$ cat config.mk
export PLATFORM = sky130hd
export DESIGN_NAME = fp8_stream_accumulator
export DESIGN_NICKNAME = d
export VERILOG_FILES = /design/src/rtl/fp8_pkg.sv /design/src/rtl/adder_fp8.sv /design/src/rtl/fp8_stream_accumulator.sv
export SDC_FILE = /design/constraint.sdc
export NUM_CORES = 1
export LEC_CHECK = 0
export CAP_MARGIN = 15
export CORE_ASPECT_RATIO = 1.25
export CORE_UTILIZATION = 60
export DETAILED_ROUTE_END_ITERATION = 12
export GPL_ROUTABILITY_DRIVEN = 1
export GPL_TIMING_DRIVEN = 0
export PLACE_DENSITY = 0.81
export SLEW_MARGIN = 20
export SYNTH_ARGS = -nofsm -noshare
export SYNTH_HDL_FRONTEND = slang
export SYNTH_SLANG_ARGS = --single-unit
export TNS_END_PERCENT = 5
$ cat constraint.sdc
create_clock -name clk -period 14.6 [get_ports clk]
set_clock_uncertainty 0.15 [all_clocks]
set_input_delay 2.19 -clock clk [delete_from_list [all_inputs] [get_ports clk]]
set_output_delay 2.19 -clock clk [all_outputs]
set_load 0.005 [all_outputs]
$ cat src/rtl/fp8_pkg.sv
// Shared FP8 definitions for the stream accumulator: encodings of the
// special values, field positions and the accumulator state encoding.
// Format: 1 sign, 3 exponent (bias 3), 4 mantissa. Exponent 0 is zero
// (no subnormals) and exponent 7 is Inf (mantissa 0) or NaN.
package fp8_pkg;

   localparam logic [7:0] FP8_ZERO    = 8'h00;
   localparam logic [7:0] FP8_POS_INF = 8'h70;
   localparam logic [7:0] FP8_NEG_INF = 8'hF0;
   localparam logic [7:0] FP8_QNAN    = 8'h78;

   localparam int SIGN_BIT = 7;
   localparam int EXP_MSB  = 6;
   localparam int EXP_LSB  = 4;
   localparam int MAN_MSB  = 3;
   localparam int MAN_LSB  = 0;

   localparam logic [2:0] EXP_SPECIAL = 3'd7;

   typedef enum logic [1:0] {
      S_IDLE = 2'd0,
      S_ACC  = 2'd1,
      S_OUT  = 2'd2
   } state_t;

endpackage

$ cat src/rtl/adder_fp8.sv
// Combinational FP8 adder, round-to-nearest-even.
// NaN inputs and Inf-Inf give the canonical NaN 8'h78, overflow gives
// signed Inf, and results below the smallest normal flush to signed zero.
// IMPL_TYPE only selects how the leading-zero count is built; every
// setting produces the same result.
module adder_fp8
   import fp8_pkg::*;
#(
   parameter int IMPL_TYPE = 0
) (
   input  logic [7:0] a,
   input  logic [7:0] b,
   output logic [7:0] y
);

   logic       a_sign, b_sign;
   logic [2:0] a_exp, b_exp;
   logic [3:0] a_man, b_man;
   logic       a_nan, b_nan, a_inf, b_inf, a_zero, b_zero;
   logic       swap, eff_sub, big_sign, sticky;
   logic [2:0] big_exp, small_exp, diff;
   logic [3:0] big_man, small_man;
   logic [8:0] big_sig, small_full, small_sh, raw;
   logic [2:0] lz;

   // Field decode, magnitude ordering, alignment and raw add/subtract.
   always_comb begin
      a_sign = a[SIGN_BIT];
      b_sign = b[SIGN_BIT];
      a_exp  = a[EXP_MSB:EXP_LSB];
      b_exp  = b[EXP_MSB:EXP_LSB];
      a_man  = a[MAN_MSB:MAN_LSB];
      b_man  = b[MAN_MSB:MAN_LSB];
      a_nan  = (a_exp == EXP_SPECIAL) && (a_man != 4'd0);
      b_nan  = (b_exp == EXP_SPECIAL) && (b_man != 4'd0);
      a_inf  = (a_exp == EXP_SPECIAL) && (a_man == 4'd0);
      b_inf  = (b_exp == EXP_SPECIAL) && (b_man == 4'd0);
      a_zero = (a_exp == 3'd0);
      b_zero = (b_exp == 3'd0);

      // Larger magnitude goes first so the subtraction never goes negative.
      swap      = {b_exp, b_man} > {a_exp, a_man};
      big_sign  = swap ? b_sign : a_sign;
      big_exp   = swap ? b_exp : a_exp;
      big_man   = swap ? b_man : a_man;
      small_exp = swap ? a_exp : b_exp;
      small_man = swap ? a_man : b_man;
      eff_sub   = a_sign ^ b_sign;
      diff      = big_exp - small_exp;

      // Significands carry a hidden one plus three guard bits.
      big_sig    = {1'b0, 1'b1, big_man, 3'b000};
      small_full = {1'b0, 1'b1, small_man, 3'b000};
      small_sh   = small_full >> diff;
      sticky     = |(small_full & ((9'd1 << diff) - 9'd1));
      small_sh   = small_sh | {8'd0, sticky};

      raw = eff_sub ? (big_sig - small_sh) : (big_sig + small_sh);
   end

   // Leading-zero count of raw[7:0], used to renormalise after cancellation.
   generate
      if (IMPL_TYPE == 0) begin : g_lzc_prio
         always_comb begin
            casez (raw[7:0])
               8'b1???????: lz = 3'd0;
               8'b01??????: lz = 3'd1;
               8'b001?????: lz = 3'd2;
               8'b0001????: lz = 3'd3;
               8'b00001???: lz = 3'd4;
               8'b000001??: lz = 3'd5;
               8'b0000001?: lz = 3'd6;
               8'b00000001: lz = 3'd7;
               default:     lz = 3'd0;
            endcase
         end
      end else begin : g_lzc_scan
         always_comb begin
            lz = 3'd0;
            for (int i = 0; i < 8; i++) begin
               if (raw[i]) lz = 3'(7 - i);
            end
         end
      end
   endgenerate

   logic [7:0]        norm;
   logic signed [4:0] exp_n;
   logic              round_up;
   logic [5:0]        sig_r;
   logic [3:0]        man_r;

   // Special-value handling, normalisation, rounding and range check.
   always_comb begin
      y        = FP8_ZERO;
      norm     = 8'd0;
      exp_n    = 5'sd0;
      round_up = 1'b0;
      sig_r    = 6'd0;
      man_r    = 4'd0;
      if (a_nan || b_nan || (a_inf && b_inf && eff_sub)) begin
         y = FP8_QNAN;
      end else if (a_inf) begin
         y = a;
      end else if (b_inf) begin
         y = b;
      end else if (a_zero && b_zero) begin
         // Two zeros give -0 only when both are negative.
         y = {a_sign & b_sign, 7'd0};
      end else if (a_zero) begin
         y = b;
      end else if (b_zero) begin
         y = a;
      end else if (raw == 9'd0) begin
         y = FP8_ZERO;
      end else begin
         if (raw[8]) begin
            norm  = raw[8:1] | {7'd0, raw[0]};
            exp_n = $signed({2'b00, big_exp}) + 5'sd1;
         end else begin
            norm  = raw[7:0] << lz;
            exp_n = $signed({2'b00, big_exp}) - $signed({2'b00, lz});
         end
         round_up = norm[2] & (norm[3] | norm[1] | norm[0]);
         sig_r    = {1'b0, norm[7:3]} + {5'd0, round_up};
         if (sig_r[5]) begin
            exp_n = exp_n + 5'sd1;
            man_r = 4'd0;
         end else begin
            man_r = sig_r[3:0];
         end
         if (exp_n < 5'sd1) begin
            y = {big_sign, 7'd0};
         end else if (exp_n >= 5'sd7) begin
            y = big_sign ? FP8_NEG_INF : FP8_POS_INF;
         end else begin
            y = {big_sign, exp_n[2:0], man_r};
         end
      end
   end

endmodule

$ cat src/rtl/fp8_stream_accumulator.sv
// Packet-wise FP8 reduction: sums every operand of an in_last-delimited
// packet left to right through one adder in a feedback loop, then holds
// {sum, beat count} on the output until the consumer takes it.
// Handshake: a beat moves on a port in any cycle where valid and ready are
// both high at the rising edge; valid never waits for ready, and data stays
// stable while valid is high and ready is low. in_ready is a register and
// never depends combinationally on out_ready.
module fp8_stream_accumulator
   import fp8_pkg::*;
#(
   parameter int IMPL_TYPE = 0,
   parameter int CNT_W     = 8
) (
   input  logic             clk,
   input  logic             rst_n,
   input  logic             in_valid,
   output logic             in_ready,
   input  logic [7:0]       in_data,
   input  logic             in_last,
   output logic             out_valid,
   input  logic             out_ready,
   output logic [7:0]       out_data,
   output logic [CNT_W-1:0] out_count
);

   localparam logic [CNT_W-1:0] CNT_ONE = CNT_W'(1);
   localparam logic [CNT_W-1:0] CNT_MAX = '1;

   state_t           state;
   logic [7:0]       acc;
   logic [CNT_W-1:0] cnt;
   logic [7:0]       sum;
   logic             accept;
   logic [CNT_W-1:0] cnt_inc;

   adder_fp8 #(
      .IMPL_TYPE(IMPL_TYPE)
   ) u_adder (
      .a(acc),
      .b(in_data),
      .y(sum)
   );

   assign accept  = in_valid & in_ready;
   assign cnt_inc = (cnt == CNT_MAX) ? cnt : cnt + CNT_ONE;

   // Packet FSM: accumulate beats, present the result, release on handshake.
   always_ff @(posedge clk or negedge rst_n) begin
      if (!rst_n) begin
         state     <= S_IDLE;
         acc       <= FP8_ZERO;
         cnt       <= '0;
         in_ready  <= 1'b0;
         out_valid <= 1'b0;
         out_data  <= FP8_ZERO;
         out_count <= '0;
      end else begin
         case (state)
            S_IDLE: begin
               in_ready <= 1'b1;
               if (accept) begin
                  if (in_last) begin
                     out_data  <= in_data;
                     out_count <= CNT_ONE;
                     out_valid <= 1'b1;
                     in_ready  <= 1'b0;
                     state     <= S_OUT;
                  end else begin
                     // First operand is loaded as-is so -0 and NaN payloads
                     // are not disturbed by an add to zero.
                     acc   <= in_data;
                     cnt   <= CNT_ONE;
                     state <= S_ACC;
                  end
               end
            end
            S_ACC: begin
               in_ready <= 1'b1;
               if (accept) begin
                  if (in_last) begin
                     out_data  <= sum;
                     out_count <= cnt_inc;
                     out_valid <= 1'b1;
                     in_ready  <= 1'b0;
                     state     <= S_OUT;
                  end else begin
                     acc <= sum;
                     cnt <= cnt_inc;
                  end
               end
            end
            S_OUT: begin
               // The handshake cycle itself is the single input bubble.
               in_ready <= out_ready;
               if (out_ready) begin
                  out_valid <= 1'b0;
                  acc       <= FP8_ZERO;
                  cnt       <= '0;
                  state     <= S_IDLE;
               end
            end
            default: begin
               in_ready  <= 1'b1;
               out_valid <= 1'b0;
               state     <= S_IDLE;
            end
         endcase
      end
   end

endmodule

==> impl_metrics.json <==
{
  "cts-buffers-inserted": 5,
  "hold_end": "out_count[1]",
  "yosysSeqAreaShare": 0.195,
  "dieWidth_um": 80.4,
  "rsz0062_at_grt": "false",
  "ios": 31,
  "synth_flop_cell": "dfrtp_1",
  "r2r_slack_ps": 5430,
  "tns_ps": 0,
  "ys_ff_latch": 36,
  "routed_wl_um": 13700,
  "worst-path-max-fanout": 10,
  "gp_congestion": 0.986,
  "cp_common_cell": "ha_1",
  "ctsResizeCount": 0,
  "yosys_warnings": 0,
  "cp.arrival_ps": 10980,
  "syn-num-nets": 660,
  "drive_gt1_frac": 0.0873,
  "hp-start": "out_count[1]",
  "cp_data_required_time_ps": 14630,
  "worst-r2r-cell-count": 38,
  "max_stage_delay_ps": 610,
  "end_kind": "flip-flop",
  "maxSlewHeadroom": 0.317,
  "worstMarginPinSlew_ps": 999,
  "cts.sinks": 36,
  "finalCriticalPeriod_ps": 10950,
  "timing.rr.start": "acc[6]",
  "setup_ws_ps": 3650,
  "firstDrtPassIters": 5,
  "synth_cells": 615,
  "syn_avg_cell_area_um2": 7.50,
  "cp_top_family": "compound AO/OA/AOI/OAI gates",
  "synth_area_um2": 4610,
  "maxCapViolCount": 0,
  "cts_tree": "done",
  "slew_viol_final": 0,
  "dr.first_iter.drc_count": 291,
  "start_util": 0.623,
  "grt_max_degree": 33,
  "first_global_vias": 4790,
  "cts-root-buf": "clkbuf_8",
  "hold_violations": 0,
  "core_area_um2": 7400,
  "hold_class": "flip-flop to flip-flop",
  "htree_levels": 2,
  "drcViolationCount": 0,
  "place_ws_ps": 3460,
  "async_flop_share": 1.00,
  "track_usage": 0.351,
  "place_hpwl_um": 10600,
  "num_vias": 5033,
  "path_buf_inv": 5,
  "grt_antenna_before_repair": 0,
  "rr_endpoint": "acc[0]",
  "outcome": "completed",
  "insertion_delay_ps": 290,
  "die-area_um2": 8040,
  "cts_hold_buf": 0,
  "post-route-period-util": 0.750,
  "wire_per_inst_um": 18.3,
  "num_antenna_cells": 0,
  "fin_util": 0.694,
  "startpoint_type": "input pin",
  "nNetsFinal": 697,
  "nFillCells": 639,
  "die_h_um": 100,
  "crit_type": "input pin to flip-flop",
  "port_buffers": 29,
  "synth_enable_flop_cells": 0,
  "row_count": 35,
  "area_delta_synth_final_pct": 11.5,
  "whs_path_depth": 2,
  "cts_max_path_buffers": 2,
  "clkTransAtPathRegs_ps": 80,
  "cp_slowest_cell": "clkdlybuf4s50_1",
  "finalSetupViolCount": 0,
  "ant_nets": 0,
  "via_per_inst": 6.76,
  "postCtsSetupBuffers": 0,
  "max_freq_mhz": 91.3,
  "ys_types": 89,
  "grt_pass1_wl_um": 22500,
  "gr-total-overflow": 0
}
[cell type report]
cell class	count	area, µm²	area share
clock buffer	6	72.6	0.0141
inverter	35	134	0.0261
sequential	36	901	0.175
multi-input combinational	513	3430	0.668
clock inverter	2	35.0	0.00682
buffer	31	145	0.0282
tap	92	115	0.0224
timing repair buffer	30	305	0.0594
[kinds of logic after synthesis]
kind of cell,share of synthesized area
and+or+nand+nor,0.243
buffers and inverters,0.0605
adders and majority gates,0.0901
muxes,0.0445
DFF,0.195
xor gates and xnor gates,0.0266
AOI/OAI and AO/OA,0.339
[flip-flops by register name, indices dropped and copies added, names as in the netlist]
name,flops
state,2
out_data,8
in_ready,1
out_count,8
cnt,8
out_valid,1
acc,8
[metrics by stage]
stage / hold slack [ps] / std cells / instance area (µm²)
floorplan: 323 / 615 / 4610
global placement: 314 / 736 / 5020
detailed placement: 322 / 737 / 5030
CTS: 338 / 745 / 5140
global route: 360 / 745 / 5140
finish: 333 / 745 / 5140
[per-layer routing]
metal  vias up  GRT usage  part of all wire
met5         -          0                 0
met4         0      0.166             0.041
met3        57     0.0436             0.052
met2       215      0.643              0.52
met1      2404      0.395              0.39
li1       2357          -                 -
[worst max-delay path by stage]
stage,cells past startpoint,slack [ps],start,end
after floorplan,43,5150,in_data[0],acc[0]
after global placement,39,3650,in_data[4],out_data[0]
after detailed placement,39,3460,in_data[4],acc[0]
after CTS,39,3770,in_data[4],acc[0]
after global routing,42,3000,in_data[4],acc[0]
final,37,3650,in_data[4],acc[0]
[cell usage after synthesis (8+ instances only)]
| library cell | instances | share of area |
|---|---|---|
| or3_1 | 8 | 0.011 |
| inv_1 | 31 | 0.025 |
| xor2_1 | 8 | 0.015 |
| a31oi_1 | 14 | 0.019 |
| dfrtp_1 | 36 | 0.20 |
| o21ai_0 | 48 | 0.052 |
| a21oi_1 | 61 | 0.066 |
| and3_1 | 21 | 0.028 |
| ha_1 | 30 | 0.081 |
| nor3_1 | 13 | 0.014 |
| mux2i_1 | 13 | 0.028 |
| nor2_1 | 43 | 0.035 |
| clkbuf_1 | 23 | 0.019 |
| nand3_1 | 23 | 0.025 |
| nand2_1 | 67 | 0.055 |
[worst register-to-register path, delay by kind of cell (launching register included)]
family	cells	cell delay, ps
xor gates and xnor gates	1	150
and+or+nand+nor	10	2110
buffers and inverters	6	1060
AOI/OAI and AO/OA	15	3270
adders and majority gates	6	1980
DFF	1	330
[placed cells by master, fill, tap and decap left out, types with 5 or more instances in the layout]
| cell type | instances |
|---|---|
| clkdlybuf4s50_1 | 28 |
| and2_1 | 7 |
| a21o_1 | 6 |
| buf_2 | 6 |
| nand4_1 | 7 |
| and3_1 | 21 |
| nand2_1 | 67 |
| xor2_1 | 8 |
| nand3_1 | 23 |
| clkbuf_1 | 24 |
| xnor2_1 | 6 |
| o21a_1 | 6 |
| clkbuf_8 | 5 |
| dfrtp_1 | 36 |
| mux2i_1 | 13 |
| nand2b_1 | 7 |
| ha_1 | 30 |
| or3_1 | 8 |
| a22oi_1 | 7 |
| inv_1 | 31 |
| nor3_1 | 13 |
| a31oi_1 | 14 |
| a21oi_1 | 61 |
| o21ai_0 | 48 |
| nor2_1 | 43 |
| o211ai_1 | 6 |
Power is left out: the tool's default activity adds up to more than one toggle a clock period on the data nets, which glitch-free logic cannot reach.
==> RTL edit (config.mk and constraints unchanged) <==
Encoding of `state_t`: now one-hot (3 bits for 3 states).
--- a/src/rtl/fp8_pkg.sv
+++ b/src/rtl/fp8_pkg.sv
@@ -17,10 +17,10 @@
 
    localparam logic [2:0] EXP_SPECIAL = 3'd7;
 
-   typedef enum logic [1:0] {
-      S_IDLE = 2'd0,
-      S_ACC  = 2'd1,
-      S_OUT  = 2'd2
+   typedef enum logic [2:0] {
+      S_IDLE = 3'b001,
+      S_ACC  = 3'b010,
+      S_OUT  = 3'b100
    } state_t;
 
 endpackage
Behaviour: same outputs for any inputs over 4 cycles, from zero or initial values and one cycle with rst_n low; so few cycles prove little.
==> RTL edit against the original RTL <==
Sequential cell count up 1; critical path depth up 2; sequential share of layout area up 0.48 points; wire length down 0.16%; via count down 1.1%; setup slack worse by 0.20 ns; cell area up 0.17%; synthesized area up 0.46%; core utilization down 0.29 points; count of clock-buffer cells in the layout up 2; global-route usage about the same; largest cell class unchanged.
Power is left out: the tool's default activity adds up to more than one toggle a clock period on the data nets, which glitch-free logic cannot reach.
==> RTL edit: results (changes against the original RTL) <==
stage	metric	value	unit	change
route	detail_route.iter0.violations	251		-14%
yosys	synth.avg_cell_area	7.61	um^2	+1.5%
route	highest_layer	met4		
worst_setup_path	cp.arrival	11.20	ns	+0.22 ns
cells_and_area	fillers	672		+5.2%
route	vias	4978		-1.1%
route	wl_met3	589	um	-17%
place	dpl.cell_count	732		-0.68%
cts	postCtsSetupBuffers	0		unchanged
yosys	ys_top_cells_by_area	dfrtp_1 19%, ha_1 7.0%, nand2_1 5.6%		
cts	htree_levels	2		unchanged
worst_hold_path	hold_path_class	flip-flop to flip-flop		
worst_setup_path	cp_slowest_cell	clkdlybuf4s50_1		
route	vias_per_cell	6.73		-0.42%
cts	path_clk_slew	0.07	ns	
worst_setup_path	cp_max_fo	10		unchanged
grt	grt_max_degree	31		-6.1%
yosys	yosys_warnings	0		unchanged
yosys	ys.flop_type	dfrtp_1		
yosys	yosysSeqAreaShare	20.0	%	+0.48 points
cts	cts_buffers	5		unchanged
worst_hold_path	hp-start	out_count[6]		
worst_setup_path	r2r_start	acc[4]		
grt	grt_pass1_vias	4844		+1.1%
worst_setup_path	crit_path_start_kind	input port		
run	drv_cap	0		unchanged
yosys	async_reset_ff_share	100	%	unchanged
cells_and_area	final_util	69.1	%	-0.29 points
cts	clk_latency	0.29	ns	about the same
timing	setup_tns	0	ns	unchanged
cts	clk_path_buf_depth	2		unchanged
worst_setup_path	cp-startpoint	in_data[2]		
cells_and_area	antennaDiodeCount	0		unchanged
place	place_area	5060	um^2	+0.62%
route	wl_per_cell	18.4	um	+0.51%
place	place.gp.congestion	1.00		+1.7%
grt	grt_pass1_wl	22300	um	-1.1%
route	met2_length	7260	um	+2.2%
worst_setup_path	max_stage_delay	0.58	ns	-0.03 ns
cts	cts-resized-gates	0		unchanged
grt	track_usage	35.1	%	about the same
place	dp_hpwl	10800	um	+2.6%
grt	antenna_found_initial	0		unchanged
worst_setup_path	critical_path.top_delay_family	compound AO/OA/AOI/OAI gates		
yosys	synth_fp_nets	650		-1.5%
cts	cts_hold_buf	0		unchanged
cells_and_area	drive_gt1_share	11.1	%	+2.4 points
route	met1_length	5040	um	-4.9%
yosys	synth_common_cells	69 x nand2_1, 63 x nor2_1, 43 x a21oi_1		
cts	cts_root_buf	clkbuf_8		
cells_and_area	finalNetCount	688		-1.3%
outcome	outcome	completed		
yosys	synth.distinct_cells	97		+9.0%
route	dr.pass1.iters	5		unchanged
place	portBuffers	30		+3.4%
timing	max_slew_margin	29.9	%	-1.8 points
-- RTL edit: cell type report --
class / instances / area share (%)
inverters: 31 / 2.26
repair buffers: 31 / 6.13
multi-input cells: 511 / 66.9
flip-flops and latches: 37 / 18.0
well taps: 92 / 2.24
plain buffers: 30 / 2.89
clock buffers: 8 / 1.56
-- RTL edit: worst min-delay path, stage by stage, from the launching register on --
cell and delay [ns]:
dfrtp_1 0.35, nand2_1 0.05, nand2_1 0.05
-- RTL edit: path summary, 6_finish.rpt --
path / to / slack [ns] / cells after the start
max: acc[6] / 3.44 / 39
min: out_count[6] / 0.33 / 2
max reg2reg: acc[6] / 5.29 / 40
min reg2reg: out_count[6] / 0.33 / 2
max in group asynchronous: state[0] / 12.22 / 2
min in group asynchronous: cnt[5] / 1.59 / 1
-- RTL edit: metrics by stage --
| step | hold slack [ns] | setup slack (ns) |
|---|---|---|
| floorplan | 0.320 | 5.03 |
| global placement | 0.308 | 3.45 |
| detailed placement | 0.317 | 3.26 |
| CTS | 0.335 | 3.52 |
| global route | 0.355 | 2.72 |
| finish | 0.327 | 3.44 |
-- RTL edit: cells by family after synthesis --
family | share of synthesized area [%]
flops | 20.0
fa+ha+maj | 7.89
buf+inv | 5.73
simple gates | 25.7
mux | 4.43
compound gates | 34.3
xor+xnor | 1.89
-- RTL edit: layer usage --
metal | vias up | GRT usage, %
met5 | - | 0
met4 | 0 | 22.5
met3 | 67 | 3.27
met2 | 196 | 66.2
met1 | 2367 | 36.0
li1 | 2348 | -
